==> src/rtl/ft_rf_recovery.sv <==
// Lockstep recovery sequencer: on a comparator mismatch, halt both cores, replay the golden
// register file into them over a shared write port, then restore the checkpointed PC.
module ft_rf_recovery #(
  parameter int ADDR_WIDTH  = 5,
  parameter int DATA_WIDTH  = 32,
  parameter int NUM_REGS    = 32,
  parameter int HALT_CYCLES = 2
) (
  input  logic                  clk_i,
  input  logic                  rst_i,
  input  logic                  error_i,
  input  logic [DATA_WIDTH-1:0] pc_checkpoint_i,
  output logic [ADDR_WIDTH-1:0] rf_raddr_o,
  input  logic [DATA_WIDTH-1:0] rf_rdata_i,
  output logic                  halt_o,
  output logic                  rf_we_o,
  output logic [ADDR_WIDTH-1:0] rf_waddr_o,
  output logic [DATA_WIDTH-1:0] rf_wdata_o,
  output logic                  pc_restore_valid_o,
  output logic [DATA_WIDTH-1:0] pc_restore_o,
  output logic                  done_o,
  output logic [7:0]            recovery_count_o
);

  typedef enum logic [1:0] {
    S_IDLE,
    S_HALT,
    S_RESTORE,
    S_RESUME
  } state_t;

  // One extra index bit so NUM_REGS == 2**ADDR_WIDTH still reaches its terminal value.
  localparam logic [ADDR_WIDTH:0] LAST_IDX  = (ADDR_WIDTH + 1)'(NUM_REGS - 1);
  localparam logic [3:0]          HALT_LAST = 4'(HALT_CYCLES - 1);

  state_t                r_state;
  state_t                w_state_nxt;
  logic [ADDR_WIDTH:0]   r_idx;
  logic [3:0]            r_halt_cnt;
  logic [DATA_WIDTH-1:0] r_pc;
  logic [7:0]            r_count;

  always_ff @(posedge clk_i or posedge rst_i) begin
    if (rst_i) begin
      r_state <= S_IDLE;
    end else begin
      r_state <= w_state_nxt;
    end
  end

  always_ff @(posedge clk_i or posedge rst_i) begin
    if (rst_i) begin
      r_idx      <= (ADDR_WIDTH + 1)'(1);
      r_halt_cnt <= 4'd0;
      r_pc       <= '0;
      r_count    <= 8'd0;
    end else begin
      case (r_state)
        S_IDLE: begin
          if (error_i) begin
            r_pc       <= pc_checkpoint_i;
            r_halt_cnt <= 4'd0;
            if (r_count != 8'hFF) begin
              r_count <= r_count + 8'd1;
            end
          end
        end
        S_HALT: begin
          r_halt_cnt <= r_halt_cnt + 4'd1;
          if (r_halt_cnt == HALT_LAST) begin
            r_idx <= (ADDR_WIDTH + 1)'(1);
          end
        end
        S_RESTORE: r_idx <= r_idx + (ADDR_WIDTH + 1)'(1);
        default: ;
      endcase
    end
  end

  always_comb begin
    w_state_nxt        = r_state;
    halt_o             = 1'b0;
    rf_we_o            = 1'b0;
    rf_raddr_o         = '0;
    rf_waddr_o         = '0;
    rf_wdata_o         = '0;
    pc_restore_valid_o = 1'b0;
    done_o             = 1'b0;
    case (r_state)
      S_IDLE: begin
        if (error_i) begin
          w_state_nxt = S_HALT;
        end
      end
      S_HALT: begin
        halt_o = 1'b1;
        if (r_halt_cnt == HALT_LAST) begin
          w_state_nxt = S_RESTORE;
        end
      end
      S_RESTORE: begin
        // Golden read data passes straight through to the write port in the same cycle.
        halt_o     = 1'b1;
        rf_we_o    = 1'b1;
        rf_raddr_o = r_idx[ADDR_WIDTH-1:0];
        rf_waddr_o = r_idx[ADDR_WIDTH-1:0];
        rf_wdata_o = rf_rdata_i;
        if (r_idx == LAST_IDX) begin
          w_state_nxt = S_RESUME;
        end
      end
      S_RESUME: begin
        halt_o             = 1'b1;
        pc_restore_valid_o = 1'b1;
        done_o             = 1'b1;
        w_state_nxt        = S_IDLE;
      end
      default: w_state_nxt = S_IDLE;
    endcase
  end

  assign pc_restore_o     = r_pc;
  assign recovery_count_o = r_count;

endmodule
==> config.mk <==
export PLATFORM = sky130hd
export DESIGN_NAME = ft_rf_recovery
export DESIGN_NICKNAME = d
export VERILOG_FILES = /design/src/rtl/ft_rf_recovery.sv
export SDC_FILE = /design/constraint.sdc
export NUM_CORES = 1
export LEC_CHECK = 0
export ABC_AREA = 1
export CAP_MARGIN = 25
export CORE_UTILIZATION = 39
export CTS_CLUSTER_SIZE = 8
export DETAILED_ROUTE_END_ITERATION = 6
export GPL_TIMING_DRIVEN = 1
export PLACE_DENSITY_LB_ADDON = 0.25
export SYNTH_ARGS = -nofsm -noshare
export SYNTH_HDL_FRONTEND = slang
export SYNTH_SLANG_ARGS = --single-unit
export TNS_END_PERCENT = 10
==> constraint.sdc <==
create_clock -name clk_i -period 2.62 [get_ports clk_i]
set_clock_uncertainty 0.2 [all_clocks]
set_input_delay 0.655 -clock clk_i [delete_from_list [all_inputs] [get_ports clk_i]]
set_output_delay 0.655 -clock clk_i [all_outputs]
set_load 0.005 [all_outputs]
==> qor.csv <==
stage;metric;value;unit
yosys;ys_seq_elements;52;
yosys;synth_commonest_cells;nand2_1, inv_1, dfrtp_1;
yosys;syn_inst;377;
setup_path;crit-reg2reg-capture;pc_restore_o[4];
final_layout;instances_no_fill;623;
status;status;finished clean;
detailed_routing;via_per_inst;4.48;
sta;worst_pin_slew;0.349;ns
final_layout;final_nets;601;
placed_design;dp_hpwl;5580;µm
final_layout;area_delta_synth_final;65.1;%
yosys;syn_area;2830;µm²
placed_design;placed_cells;613;
clock_network;cts_max_path_buffers;2;
setup_path;path_max_fanout;4;
detailed_routing;totalWireLength;7410;µm
yosys;synthTopCellsByArea;dfrtp_1, nand2_1, inv_1;
pwr;p_leak;3.03;nW
grt;antenna_found_initial;0;
hold_path;hp-class;register to register;
placed_design;portBuffers;152;
clock_network;insertion_delay;0.30;ns
yosys;yosys.area.top_type;dfrtp_1;
yosys;syn_avg_cell_area;7.50;µm²
clock_network;numCtsBuffers;5;
setup_path;cp-start-kind;register;
grt;grt_pass1_wl;11400;µm
floorplanning;rows;30;
sta;setup_viol;0;
setup_path;critical_path_arrival;1.66;ns
clock_network;cts_tree;done;
yosys;synth-edff-count;0;
floorplanning;pin_count;153;
placed_design;gp_congestion;0.816;
grt;grt_pass1_vias;2578;
sta;fin_crit_sh;0.960;
setup_path;r2r-start;r_state[1];
hold_path;hold_end;pc_restore_o[16];
sta;rsz0062_at_grt;false;
detailed_routing;first_pass_iters;4;
pwr;p_per_area;910;nW/µm²
sta;drv_slew;0;
floorplanning;die_h;87.1;µm
run;drv_cap;0;
floorplanning;core;6910;µm²
sta;finalCriticalPeriod;2.52;ns
floorplanning;initial_core_util;0.409;
yosys;yosys_warnings;0;
grt;gr-usage-all-layers;0.191;
yosys;synth_cell_type_count;28;
sta;hold_viol;0;
yosys;synth.most_common_cell;nand2_1;
hold_path;min_from;pc_restore_o[16];
clock_network;clk_pin_slew_worst_paths;0.10;ns
clock_network;cts.sinks;52;
yosys;async_flop_share;1.00;
clock_network;cts_hold_buffers;0;
hold_path;hold-path-cell-count;2;
setup_path;worst_setup_path_end_kind;output port;
yosys;synth_top_area_frac;0.452;
setup_path;crit_required;1.76;ns
final_layout;drive_gt1_frac;0.0816;
final_layout;final_util;0.676;
detailed_routing;drc;0;
detailed_routing;vias;2788;
final_layout;num_antenna_cells;0;
detailed_routing;drt-initial-drc-count;116;
setup_path;reg2reg_depth;7;
sta;max_freq;398;MHz
floorplanning;fp.dieW;87.1;µm
sta;fin_setup_tns;0;ns
sta;relSlewSlack;0.767;
setup_path;regToRegSetupSlack;0.71;ns
yosys;synth_ff_type;dfrtp_1;
detailed_routing;wire_per_inst;11.9;µm
grt;grt-ovfl-total;0;
clock_network;h-tree-depth;2;
pwr;ir_drop;549;µV
setup_path;crit_type;register to output port;
yosys;syn-num-nets;452;
floorplanning;die-area;7590;µm²
detailed_routing;ant_nets;0;
grt;grt_max_degree;38;
clock_network;cts_root_buf;clkbuf_8;
yosys;seq_area_frac_synth;0.461;
==> sequential cells by signal, summed over array words and instances, names as in the netlist <==
register,cells
pc_restore_o,32
recovery_count_o,8
r_idx,6
r_halt_cnt,4
r_state,2
==> per-stage QoR <==
| stage | area, µm² | hold WS (ns) | setup WS, ns | total power, mW |
|---|---|---|---|---|
| CTS | 4540 | 0.289 | -0.0209 | 4.28 |
| finish | 4670 | 0.285 | 0.105 | 4.24 |
| global placement | 4410 | 0.262 | -0.0000209 | 3.63 |
| global route | 4670 | 0.302 | 0.00821 | 4.60 |
| floorplan | 2830 | 0.272 | 0.509 | 2.48 |
| detailed placement | 4410 | 0.264 | 0.00344 | 3.70 |
==> cell families (layout without fill, tap and decap cells) <==
kind of cell | Yosys count | in the layout | synth area share
simple gates | 222 | 222 | 0.332
buf+inv | 77 | 227 | 0.127
flops | 52 | 52 | 0.461
compound gates | 14 | 14 | 0.0292
fa+ha+maj | 8 | 8 | 0.0354
xor+xnor | 4 | 4 | 0.0151
==> critical path: stages (launching register included) <==
cell and delay [ns]:
dfrtp_2 0.42, inv_1 0.07, ha_1 0.26, inv_2 0.10
clkdlybuf4s50_1 0.51
==> final cells by class <==
type / count / area [µm²]
clock inverter: 3 / 42.5
sequential: 52 / 1300
timing repair buffer: 160 / 1720
clock buffer: 5 / 68.8
fill: 570 / 2240
multi-input combinational: 248 / 1180
inverter: 59 / 231
tap: 96 / 120
==> how the worst max path moves through the flow <==
stage,from,slack [ns],cells past startpoint,end
2_1_floorplan,rst_i,0.51,1,pc_restore_o[0]
3_3_place_gp,rf_rdata_i[8],-0.00002,4,rf_wdata_o[8]
3_5_place_dp,rf_rdata_i[1],0.003,4,rf_wdata_o[1]
4_1_cts,r_state[0],-0.02,6,rf_raddr_o[1]
5_1_grt,r_state[1],0.008,4,halt_o
6_report,r_state[1],0.10,4,halt_o
==> metal layers <==
| metal | track usage | routed length (µm) | up-vias |
|---|---|---|---|
| li1 | - | - | 1409 |
| met1 | 0.209 | 2900 | 1265 |
| met2 | 0.355 | 3760 | 110 |
| met3 | 0.0597 | 712 | 4 |
| met4 | 0.0507 | 39 | 0 |
| met5 | 0 | 0 | - |
==> timing repair <==
action                     4_1_cts  5_1_grt
cloned                           0        1
setup endpoints to repair       43       39
resized for setup                7       42
setup buffers                    1        0
==> cell usage in the layout, fill, tap and decap left out, types with 3 or more instances in the layout <==
cell type and n:
buf_4 3, clkbuf_8 5, a21oi_1 4, inv_1 51
dlygate4sd2_1 3, inv_2 6, nand3_1 15, o21ai_1 3
dlymetal6s2s_1 38, o21ai_0 3, nand2_1 180, nand2_2 3
o21ai_2 3, nor2_1 10, dfrtp_1 50, nand4_1 5
clkdlybuf4s50_1 111, ha_1 7
==> power by group <==
group	switching [mW]	total [mW]	internal, mW
Sequential	0.246	1.39	1.14
Clock	0.256	0.539	0.283
Combinational	1.05	2.32	1.27
Total	1.55	4.24	2.69
Power figures use the tool's default switching activity.
